`src/rtl/lms_pkg.sv`:
```
// Shared definitions for the LMS filter and its downstream stages.
//   SAMPLE_W : width of audio / error samples (signed)
//   ACC_W    : width of the filter accumulator output (signed)
//   sat16    : clamp a sign-extended (ACC_W+1)-bit value into SAMPLE_W bits
//   sat16_hit: high when sat16 would clamp that value
package lms_pkg;

  localparam int SAMPLE_W = 16;
  localparam int ACC_W    = 32;

  // Clamp limits, sign-extended to ACC_W+1 bits.
  localparam logic signed [ACC_W:0] SAT_MAX =
    {{(ACC_W + 1 - SAMPLE_W){1'b0}}, 1'b0, {(SAMPLE_W - 1){1'b1}}};
  localparam logic signed [ACC_W:0] SAT_MIN =
    {{(ACC_W + 2 - SAMPLE_W){1'b1}}, {(SAMPLE_W - 1){1'b0}}};

  function automatic logic signed [SAMPLE_W-1:0] sat16(input logic signed [ACC_W:0] v);
    if (v > SAT_MAX) begin
      return SAT_MAX[SAMPLE_W-1:0];
    end else if (v < SAT_MIN) begin
      return SAT_MIN[SAMPLE_W-1:0];
    end
    return v[SAMPLE_W-1:0];
  endfunction

  function automatic logic sat16_hit(input logic signed [ACC_W:0] v);
    return (v > SAT_MAX) || (v < SAT_MIN);
  endfunction

endpackage

```
`src/rtl/lms_align_fifo.sv`:
```
// Synchronous first-word-fall-through FIFO used to hold desired samples
// until the matching filter output arrives.
//   push/din  : write strobe and data; ignored when full unless popping too
//   pop/dout  : read strobe; dout always shows the head entry
//   level     : occupancy 0..DEPTH
//   full/empty: status flags derived from level
module lms_align_fifo #(
  parameter int DEPTH = 4,
  parameter int W     = 16
) (
  input  logic                       clk,
  input  logic                       rst_n,
  input  logic                       push,
  input  logic [W-1:0]               din,
  input  logic                       pop,
  output logic [W-1:0]               dout,
  output logic [$clog2(DEPTH):0]     level,
  output logic                       full,
  output logic                       empty
);

  localparam int AW    = $clog2(DEPTH);
  localparam int LVL_W = AW + 1;

  logic [W-1:0]  mem [DEPTH];
  logic [AW-1:0] wr_ptr;
  logic [AW-1:0] rd_ptr;
  logic          do_push;
  logic          do_pop;

  assign full  = (level == LVL_W'(DEPTH));
  assign empty = (level == '0);
  assign dout  = mem[rd_ptr];

  // A pop frees a slot in the same cycle, so push is allowed when full.
  assign do_pop  = pop && !empty;
  assign do_push = push && (!full || do_pop);

  // Storage carries no reset; the pointers define what is valid.
  always_ff @(posedge clk) begin
    if (do_push) begin
      mem[wr_ptr] <= din;
    end
  end

  always_ff @(posedge clk) begin
    if (!rst_n) begin
      wr_ptr <= '0;
      rd_ptr <= '0;
      level  <= '0;
    end else begin
      if (do_push) wr_ptr <= wr_ptr + 1'b1;
      if (do_pop)  rd_ptr <= rd_ptr + 1'b1;
      case ({do_push, do_pop})
        2'b10:   level <= level + 1'b1;
        2'b01:   level <= level - 1'b1;
        default: level <= level;
      endcase
    end
  end

endmodule

```
`src/rtl/lms_error_align.sv`:
```
// Output stage of the LMS filter: rescales and saturates the filter output
// for the DAC and forms the error (desired - output) fed back to the filter.
// Desired samples are queued until the variable-latency filter output for
// the same input sample shows up, keeping the error pairs aligned.
//
// Strobes: in_valid, lms_valid, dac_valid and error_valid are single-cycle
// valid-only qualifiers with no ready/backpressure; data is meaningful only
// in a cycle where its strobe is high, and the outputs hold between strobes.
//
// Ports:
//   clk, rst_n          clock, synchronous active-low reset
//   in_valid/desired_in new sample strobe and its desired value
//   lms_valid/lms_out   filter output strobe and 32-bit value
//   clr_flags           clears overflow, underflow, sat_count
//   dac_out/dac_valid   saturated scaled filter output (cycle N+1)
//   error_out/error_valid saturated error (cycle N+2)
//   fifo_level          alignment FIFO occupancy
//   overflow/underflow  sticky FIFO fault flags
//   sat_count           saturating count of clamped samples
module lms_error_align
  import lms_pkg::*;
#(
  parameter int DEPTH      = 4,
  parameter int FRAC_SHIFT = 15,
  parameter int SAT_CNT_W  = 16
) (
  input  logic                       clk,
  input  logic                       rst_n,
  input  logic                       in_valid,
  input  logic signed [SAMPLE_W-1:0] desired_in,
  input  logic                       lms_valid,
  input  logic signed [ACC_W-1:0]    lms_out,
  input  logic                       clr_flags,
  output logic signed [SAMPLE_W-1:0] error_out,
  output logic                       error_valid,
  output logic signed [SAMPLE_W-1:0] dac_out,
  output logic                       dac_valid,
  output logic [$clog2(DEPTH):0]     fifo_level,
  output logic                       overflow,
  output logic                       underflow,
  output logic [SAT_CNT_W-1:0]       sat_count
);

  logic                       fifo_full;
  logic                       fifo_empty;
  logic [SAMPLE_W-1:0]        fifo_dout;
  logic                       bypass;
  logic                       drop_evt;
  logic                       under_evt;
  logic                       pair_ok;
  logic signed [SAMPLE_W-1:0] pair_desired;
  logic signed [ACC_W-1:0]    y_scaled;
  logic signed [ACC_W:0]      y_ext;
  logic signed [SAMPLE_W:0]   err_diff;
  logic signed [ACC_W:0]      err_ext;
  logic                       err_hit;
  logic                       sat_evt;

  // Stage-1 side registers travelling with dac_out.
  logic signed [SAMPLE_W-1:0] s1_desired;
  logic                       s1_pair_ok;
  logic                       s1_hit;

  // With an empty queue, a desired sample arriving alongside the filter
  // output pairs with it directly and never enters the FIFO.
  assign bypass       = in_valid && lms_valid && fifo_empty;
  assign drop_evt     = in_valid && !lms_valid && fifo_full;
  assign under_evt    = lms_valid && !in_valid && fifo_empty;
  assign pair_ok      = lms_valid && !under_evt;
  assign pair_desired = fifo_empty ? desired_in : fifo_dout;

  lms_align_fifo #(
    .DEPTH (DEPTH),
    .W     (SAMPLE_W)
  ) u_fifo (
    .clk   (clk),
    .rst_n (rst_n),
    .push  (in_valid && !bypass),
    .din   (desired_in),
    .pop   (lms_valid),
    .dout  (fifo_dout),
    .level (fifo_level),
    .full  (fifo_full),
    .empty (fifo_empty)
  );

  assign y_scaled = lms_out >>> FRAC_SHIFT;
  assign y_ext    = {y_scaled[ACC_W-1], y_scaled};

  // 17-bit difference cannot overflow; only the 16-bit clamp can bite.
  assign err_diff = {s1_desired[SAMPLE_W-1], s1_desired} - {dac_out[SAMPLE_W-1], dac_out};
  assign err_ext  = {{(ACC_W - SAMPLE_W){err_diff[SAMPLE_W]}}, err_diff};
  assign err_hit  = sat16_hit(err_ext);

  // One event per sample, taken when the sample leaves stage 1.
  assign sat_evt = dac_valid && (s1_hit || (s1_pair_ok && err_hit));

  always_ff @(posedge clk) begin
    if (!rst_n) begin
      dac_out     <= '0;
      dac_valid   <= 1'b0;
      s1_desired  <= '0;
      s1_pair_ok  <= 1'b0;
      s1_hit      <= 1'b0;
      error_out   <= '0;
      error_valid <= 1'b0;
      overflow    <= 1'b0;
      underflow   <= 1'b0;
      sat_count   <= '0;
    end else begin
      dac_valid <= lms_valid;
      if (lms_valid) begin
        dac_out    <= sat16(y_ext);
        s1_hit     <= sat16_hit(y_ext);
        s1_desired <= pair_desired;
        s1_pair_ok <= pair_ok;
      end

      error_valid <= dac_valid && s1_pair_ok;
      if (dac_valid && s1_pair_ok) begin
        error_out <= sat16(err_ext);
      end

      // A same-cycle event outranks the clear.
      overflow  <= (overflow && !clr_flags) || drop_evt;
      underflow <= (underflow && !clr_flags) || under_evt;
      if (clr_flags) begin
        sat_count <= SAT_CNT_W'(sat_evt);
      end else if (sat_evt && (sat_count != '1)) begin
        sat_count <= sat_count + 1'b1;
      end
    end
  end

endmodule

```
`config.mk`:
```
export PLATFORM = sky130hd
export DESIGN_NAME = lms_error_align
export DESIGN_NICKNAME = d
export VERILOG_FILES = /design/src/rtl/lms_pkg.sv /design/src/rtl/lms_align_fifo.sv /design/src/rtl/lms_error_align.sv
export SDC_FILE = /design/constraint.sdc
export NUM_CORES = 1
export LEC_CHECK = 0
export CORE_UTILIZATION = 48
export DETAILED_ROUTE_END_ITERATION = 10
export GPL_TIMING_DRIVEN = 0
export PLACE_DENSITY_LB_ADDON = 0.08
export SLEW_MARGIN = 20
export SYNTH_ARGS = -nofsm -noshare
export SYNTH_HDL_FRONTEND = slang
export SYNTH_HIERARCHICAL = 1
export SYNTH_SLANG_ARGS = --single-unit
```
`constraint.sdc`:
```
create_clock -name clk -period 2.8 [get_ports clk]
set_input_delay 0.56 -clock clk [delete_from_list [all_inputs] [get_ports clk]]
set_output_delay 0.56 -clock clk [all_outputs]
set_load 0.005 [all_outputs]
```
After elaboration in Yosys (flattened, before gate mapping)
Memory sizes are Yosys's and may differ from the RTL's. A register that Yosys moved wholly into a read port is not among the register bits.
Cells that the tools add are included.
{"block": "totals", "ff_bits": 77, "latch_bits": 0, "ram_bits": 64, "romBits": 0, "inputBits": 53, "out_inout_bits": 55, "wordCells": 85, "mem_count": 1}
{"block": "classes", "n_addsub": 6, "n_mul": 0, "n_div": 0, "magnitude_cmp": 4, "n_eq_ne": 4, "shifts": 0, "mux": 22, "n_bitwise": 1, "reduce_logical": 33}
{"memory": "u_fifo.mem", "words": 4, "width": 16, "rd": 1, "rd_clocked_by_memory_dff": 1, "write_ports": 1, "line": "lms_align_fifo.sv:25", "rtl": "logic [W-1:0] mem [DEPTH];"}
{"op": "$mux W16", "count": 7}
{"op": "$gt A17 B16 Y1 const B", "count": 2}
{"op": "$lt A17 B16 Y1 const B", "count": 2}
{"op": "$sub A16 B16 Y17", "count": 1}
{"op": "$add A16 B1 Y16 const B", "count": 1}
{"op": "$logic_and A1 B1 Y1", "count": 16}
{"op": "$ne A16 B16 Y1 const B", "count": 1}
{"op": "$mux W1", "count": 12}
{"op": "$logic_not A1 Y1", "count": 7}
{"op": "$logic_or A1 B1 Y1", "count": 6}
{"op": "$pmux W3 S2", "count": 1}
{"op": "$add A2 B1 Y2 const B", "count": 2}
{"op": "$mux W2", "count": 2}
{"op": "$reduce_bool A2 Y1", "count": 2}
{"op": "$add A3 B1 Y3 const B", "count": 1}
{"op": "$eq A3 B3 Y1 const B", "count": 1}
{"op": "$logic_not A3 Y1", "count": 1}
{"op": "$sub A3 B1 Y3 const B", "count": 1}
{"op": "$eq A2 B1 Y1 const B", "count": 1}
{"op": "$eq A2 B2 Y1 const B", "count": 1}
{"op": "$reduce_or A2 Y1", "count": 1}
{"op": "$not A1 Y1", "count": 1}

Depth between registers and ports, before layout
{"block": "depth", "ltp_word": 9, "depth_mapped": 14, "mapped_depth_nobuf": 12}

Cells and area by module
Netlist, hierarchy kept.
{"mod": "lms_error_align", "n_inst": 1, "cells_each": 454, "area_each_um2": 3839.9, "seq_area_each_um2": 1401.3}
{"mod": "lms_align_fifo", "n_inst": 1, "cells_each": 138, "area_each_um2": 2810.2, "seq_area_each_um2": 2102.0}

Worst setup path before layout
Ideal clock, no wire load.
{"block": "synth_path", "path_type": "register -> register", "start": "reg dac_out[0]", "end": "reg sat_count[6]", "arrival_ns": 2.674, "required_ns": 2.730, "slack_ns": 0.055, "path_stages_with_launch": 12, "n_path_buf": 0, "synth_period_minus_slack_ns": 2.745, "cell_sequence": "dfxtp_1 > ha_1 > inv_1 > fa_1 > a211oi_1 > or3_4 > a21oi_2 > a31oi_1 > a21oi_1 > o31a_4 > or4_1 > a21oi_1"}
{"block": "synth_via", "elab_chain_cells": 7, "word_cells_on_any_way": 8, "classes_between": "add/sub (1); order compare (2); reduce/logical (5)"}
{"element": "from (decl)", "line": "lms_error_align.sv:36", "rtl": "output logic signed [SAMPLE_W-1:0] dac_out,"}
{"element": "from (signal assigned)", "line": "lms_error_align.sv:113", "rtl": "dac_out <= sat16(y_ext);"}
{"element": "$sub A16 B16 Y17 *", "line": "lms_error_align.sv:91", "rtl": "assign err_diff = {s1_desired[SAMPLE_W-1], s1_desired} - {dac_out[SAMPLE_W-1], dac_out};"}
{"element": "$gt A17 B16 Y1 / $lt A17 B16 Y1 (equally long branches)", "line": "lms_pkg.sv:27", "rtl": "return (v > SAT_MAX) || (v < SAT_MIN);"}
{"element": "$logic_or A1 B1 Y1 *", "line": "lms_pkg.sv:27"}
{"element": "$logic_and A1 B1 Y1 *", "line": "lms_error_align.sv:96", "rtl": "assign sat_evt = dac_valid && (s1_hit || (s1_pair_ok && err_hit));"}
{"element": "$logic_or A1 B1 Y1 *", "line": "lms_error_align.sv:96"}
{"element": "$logic_and A1 B1 Y1 *", "line": "lms_error_align.sv:96"}
{"element": "$logic_and A1 B1 Y1 *", "line": "lms_error_align.sv:129", "rtl": "end else if (sat_evt && (sat_count != '1)) begin"}
{"element": "to (signal assigned)", "line": "lms_error_align.sv:128", "rtl": "sat_count <= SAT_CNT_W'(sat_evt);"}
{"element": "to (signal assigned)", "line": "lms_error_align.sv:130", "rtl": "sat_count <= sat_count + 1'b1;"}
{"element": "to (decl)", "line": "lms_error_align.sv:41", "rtl": "output logic [SAT_CNT_W-1:0] sat_count"}
Every way passes the cells marked *; elsewhere a longest branch is shown, timed or not.
A chain may end at the register's enable or synchronous reset.

Final worst setup path
{"block": "layout_path", "start": "reg dac_out[3]", "end": "reg sat_count[3]"}
Same word-level chain as after synthesis.

==> flow_summary.json <==
{
  "status": "completed",
  "clock_latency_ns": 0.42,
  "worst-slew-pin-transition_ns": 0.861,
  "syn_area_um2": 6650,
  "p_sw_uw": 2210,
  "min_period_ns": 2.79,
  "synth-main-ff-cell": "dfxtp_1",
  "cts_tree": "done",
  "wirelength_mm": 15.8,
  "p_leak_uw": 0.00328,
  "nets": 793,
  "dr.pass1.iters": 5,
  "initial_utilization_pct": 49.6,
  "yosysUniqueCellTypes": 59,
  "die_h_um": 120,
  "synth_top_area_cell": "edfxtp_1",
  "coreArea_um2": 13400,
  "arrival_ns": 3.15,
  "utilization_pct": 65.9,
  "area_growth_pct": 32.7,
  "setup_viol": 0,
  "cts_root_buffer": "clkbuf_16",
  "drtIter0Drc": 346,
  "clk_pin_slew_ns": 0.06,
  "antenna_found_initial": 0,
  "synth_top_family_by_area": "compound AO/OA/AOI/OAI gates",
  "io-pin-count": 108,
  "syn_inst": 592,
  "p_seq_share_pct": 35.9,
  "grt_max_degree": 17,
  "comb_power_share_pct": 33.6,
  "powerDensity_nw_per_um2": 806,
  "grt_pass1_vias": 4837,
  "period_share_pct": 99.6,
  "worstSetupPathType": "flop to flop",
  "grt_use_total_pct": 22.4,
  "synthSimpleGateAreaFrac_pct": 11.9,
  "ys_ff_latch": 143,
  "drive_above_1_share_pct": 19.8,
  "cts_htree_levels": 4,
  "synth_top_area_share_pct": 28.9,
  "maxClockFrequency_mhz": 359,
  "hpwl_mm": 10.9,
  "hold_depth": 2,
  "synth.area.mux_share_pct": 8.45,
  "num_rows": 42,
  "reg2regPathDepth": 11,
  "synth_xor_area_share_pct": 1.84,
  "drc": 0,
  "ys_seq_area_share_pct": 52.7,
  "final_common_cell": "clkdlybuf4s50_1",
  "cts_hold_buf": 0,
  "required_ns": 3.16,
  "fillCellCount": 1056,
  "hold_violations": 0,
  "dieWidth_um": 120,
  "synth_compound_area_share_pct": 15.5,
  "crit_fanout": 5,
  "num_vias": 5075,
  "mostFrequentLayoutCells": "clkdlybuf4s50_1 (91), dfxtp_1 (69), edfxtp_1 (64), nand2_1 (43), a21oi_1 (38)",
  "cts_buffers": 17,
  "clock_sink_count": 143,
  "num_antenna_cells": 0,
  "vdd_drop_max_mv": 0.500,
  "hold_ws_ns": 0.489,
  "synth-edff-count": 64,
  "maxCapViolations": 0,
  "final_cells": 904,
  "relSlewSlack_pct": 42.6,
  "clkPwrFrac_pct": 30.5,
  "hold_start": "sat_count[5]$_SDFFE_PP0P_",
  "gp_congestion": 0.876,
  "fin_tns_setup_ns": 0,
  "grt_overflow": 0,
  "io_buffers": 92,
  "grt_pass1_wl_mm": 24.6,
  "die-area_um2": 14300,
  "postRouteAntennaNets": 0,
  "r2r-end": "sat_count[3]$_SDFFE_PP0P_",
  "final_area_um2": 8830,
  "cts_max_path_buffers": 2,
  "reg2reg_from": "dac_out[3]$_SDFFE_PN0P_",
  "crit_path_end_kind": "flop",
  "hold_end": "sat_count[5]$_SDFFE_PP0P_",
  "r2r_slack_ns": 0.01,
  "intPower_uw": 4910,
  "viasPerCell": 5.61,
  "startpoint_type": "flop",
  "slew_violations": 0,
  "wl_per_cell_um": 17.5,
  "synth.area.top_cells": "edfxtp_1 (29%), dfxtp_1 (24%), mux4_2 (5.4%)",
  "synth_fa_ha_area_share_pct": 5.79,
  "fin_skew_ns": 0.00754,
  "yosysWarnings": 6,
  "place_area_um2": 7790,
  "syn_avg_cell_area_um2": 11.2,
  "hold_path.class": "flop to flop",
  "swShare_pct": 31.0,
  "place_inst": 860,
  "synth-async-reset-ratio_pct": 0,
  "rsz0062_at_grt": "true",
  "syn_nets": 669
}
## critical path, cell delays in order (launching register included)
cell and delay [ns]:
dfxtp_1 0.38, inv_1 0.10, ha_4 0.30, o21ai_1 0.10
or3_4 0.38, a21oi_2 0.14, o31a_2 0.19, nor3b_4 0.06
buf_4 0.15, o31a_4 0.38, or4_4 0.49, nand2_2 0.06
## flip-flops by register name, summed over array words and instances, names as in the netlist, named ones only
signal,count
u_fifo/mem,64
dac_out,16
error_out,16
s1_desired,16
sat_count,16
u_fifo/level,3
u_fifo/rd_ptr,2
u_fifo/wr_ptr,2
dac_valid,1
error_valid,1
overflow,1
s1_hit,1
s1_pair_ok,1
underflow,1
## cell usage after synthesis, drive strengths merged, types with 6 or more instances
library cell / instances
o211a: 16
o221a: 8
edfxtp: 64
o21ai: 46
clkbuf: 22
mux4: 16
xnor2: 10
buf: 9
and2: 12
nand3: 13
and3: 6
nand2: 44
a21oi: 46
dfxtp: 79
or3: 8
inv: 28
o31ai: 6
maj3: 7
nand4: 6
ha: 22
mux2i: 19
or4: 8
nor2: 39
## stage by stage
step                      total power [uW]  setup WS [ns]
final                                 7120         0.0119
after global routing                  7450        -0.0940
after CTS                             6910        -0.0685
after detailed placement              4580         -0.555
after global placement                4530         -0.488
after floorplan                       4010         0.0551
## layer usage
| layer | vias up | wire [um] | GRT usage [%] |
|---|---|---|---|
| li1 | 2443 | - | - |
| met1 | 2449 | 7100 | 30.0 |
| met2 | 146 | 7680 | 36.1 |
| met3 | 37 | 708 | 4.61 |
| met4 | 0 | 285 | 8.13 |
| met5 | - | 0 | 0 |
## power groups by stage
| stage | registers, uW | logic, uW | clock network [uW] |
|---|---|---|---|
| 6_report | 2560 | 2390 | 2170 |
| 5_1_grt | 2580 | 2580 | 2290 |
| 4_1_cts | 2540 | 2170 | 2210 |
| 3_5_place_dp | 2580 | 2000 | 0 |
| 3_3_place_gp | 2570 | 1960 | 0 |
| 2_1_floorplan | 2540 | 1470 | 0 |
## cell type report
cell class	count	area (um2)	share of cell area (%)
Tap cell	176	220	2.49
Inverter	28	105	1.19
Buffer	30	161	1.83
Multi-Input combinational cell	391	3220	36.5
Clock buffer	17	425	4.82
Clock inverter	14	143	1.62
Sequential cell	143	3520	39.8
Timing Repair Buffer	105	1040	11.7
## how the worst max path moves through the flow
stage,startpoint,end,cells after the start
after CTS,s1_desired[0]$_SDFFE_PN0P_,sat_count[6]$_SDFFE_PP0P_,12
after floorplan,dac_out[0]$_SDFFE_PN0P_,sat_count[6]$_SDFFE_PP0P_,11
after global routing,s1_desired[0]$_SDFFE_PN0P_,sat_count[3]$_SDFFE_PP0P_,14
after global placement,lms_valid,u_fifo/level[2]$_SDFFE_PN0P_,12
final,dac_out[3]$_SDFFE_PN0P_,sat_count[3]$_SDFFE_PP0P_,11
after detailed placement,lms_valid,u_fifo/level[2]$_SDFFE_PN0P_,12
## kinds of logic (layout without fill, tap and decap cells)
logic type / Yosys count / in the layout
and+or+nand+nor: 157 / 157
AOI/OAI and AO/OA: 152 / 153
DFF: 143 / 143
buffers and inverters: 59 / 194
muxes: 36 / 36
adders and majority gates: 31 / 31
xor gates and xnor gates: 14 / 14
## repair_timing
| item | in CTS | in global routing |
|---|---|---|
| endpoints found under the hold margin | 0 | 0 |
| gates cloned | 2 | 1 |
| setup buffers | 5 | 6 |
| resized for setup | 31 | 49 |
| setup endpoints to repair | 26 | 26 |
| pin swaps | 27 | 24 |
No activity file was read; power rests on OpenSTA's default activity.
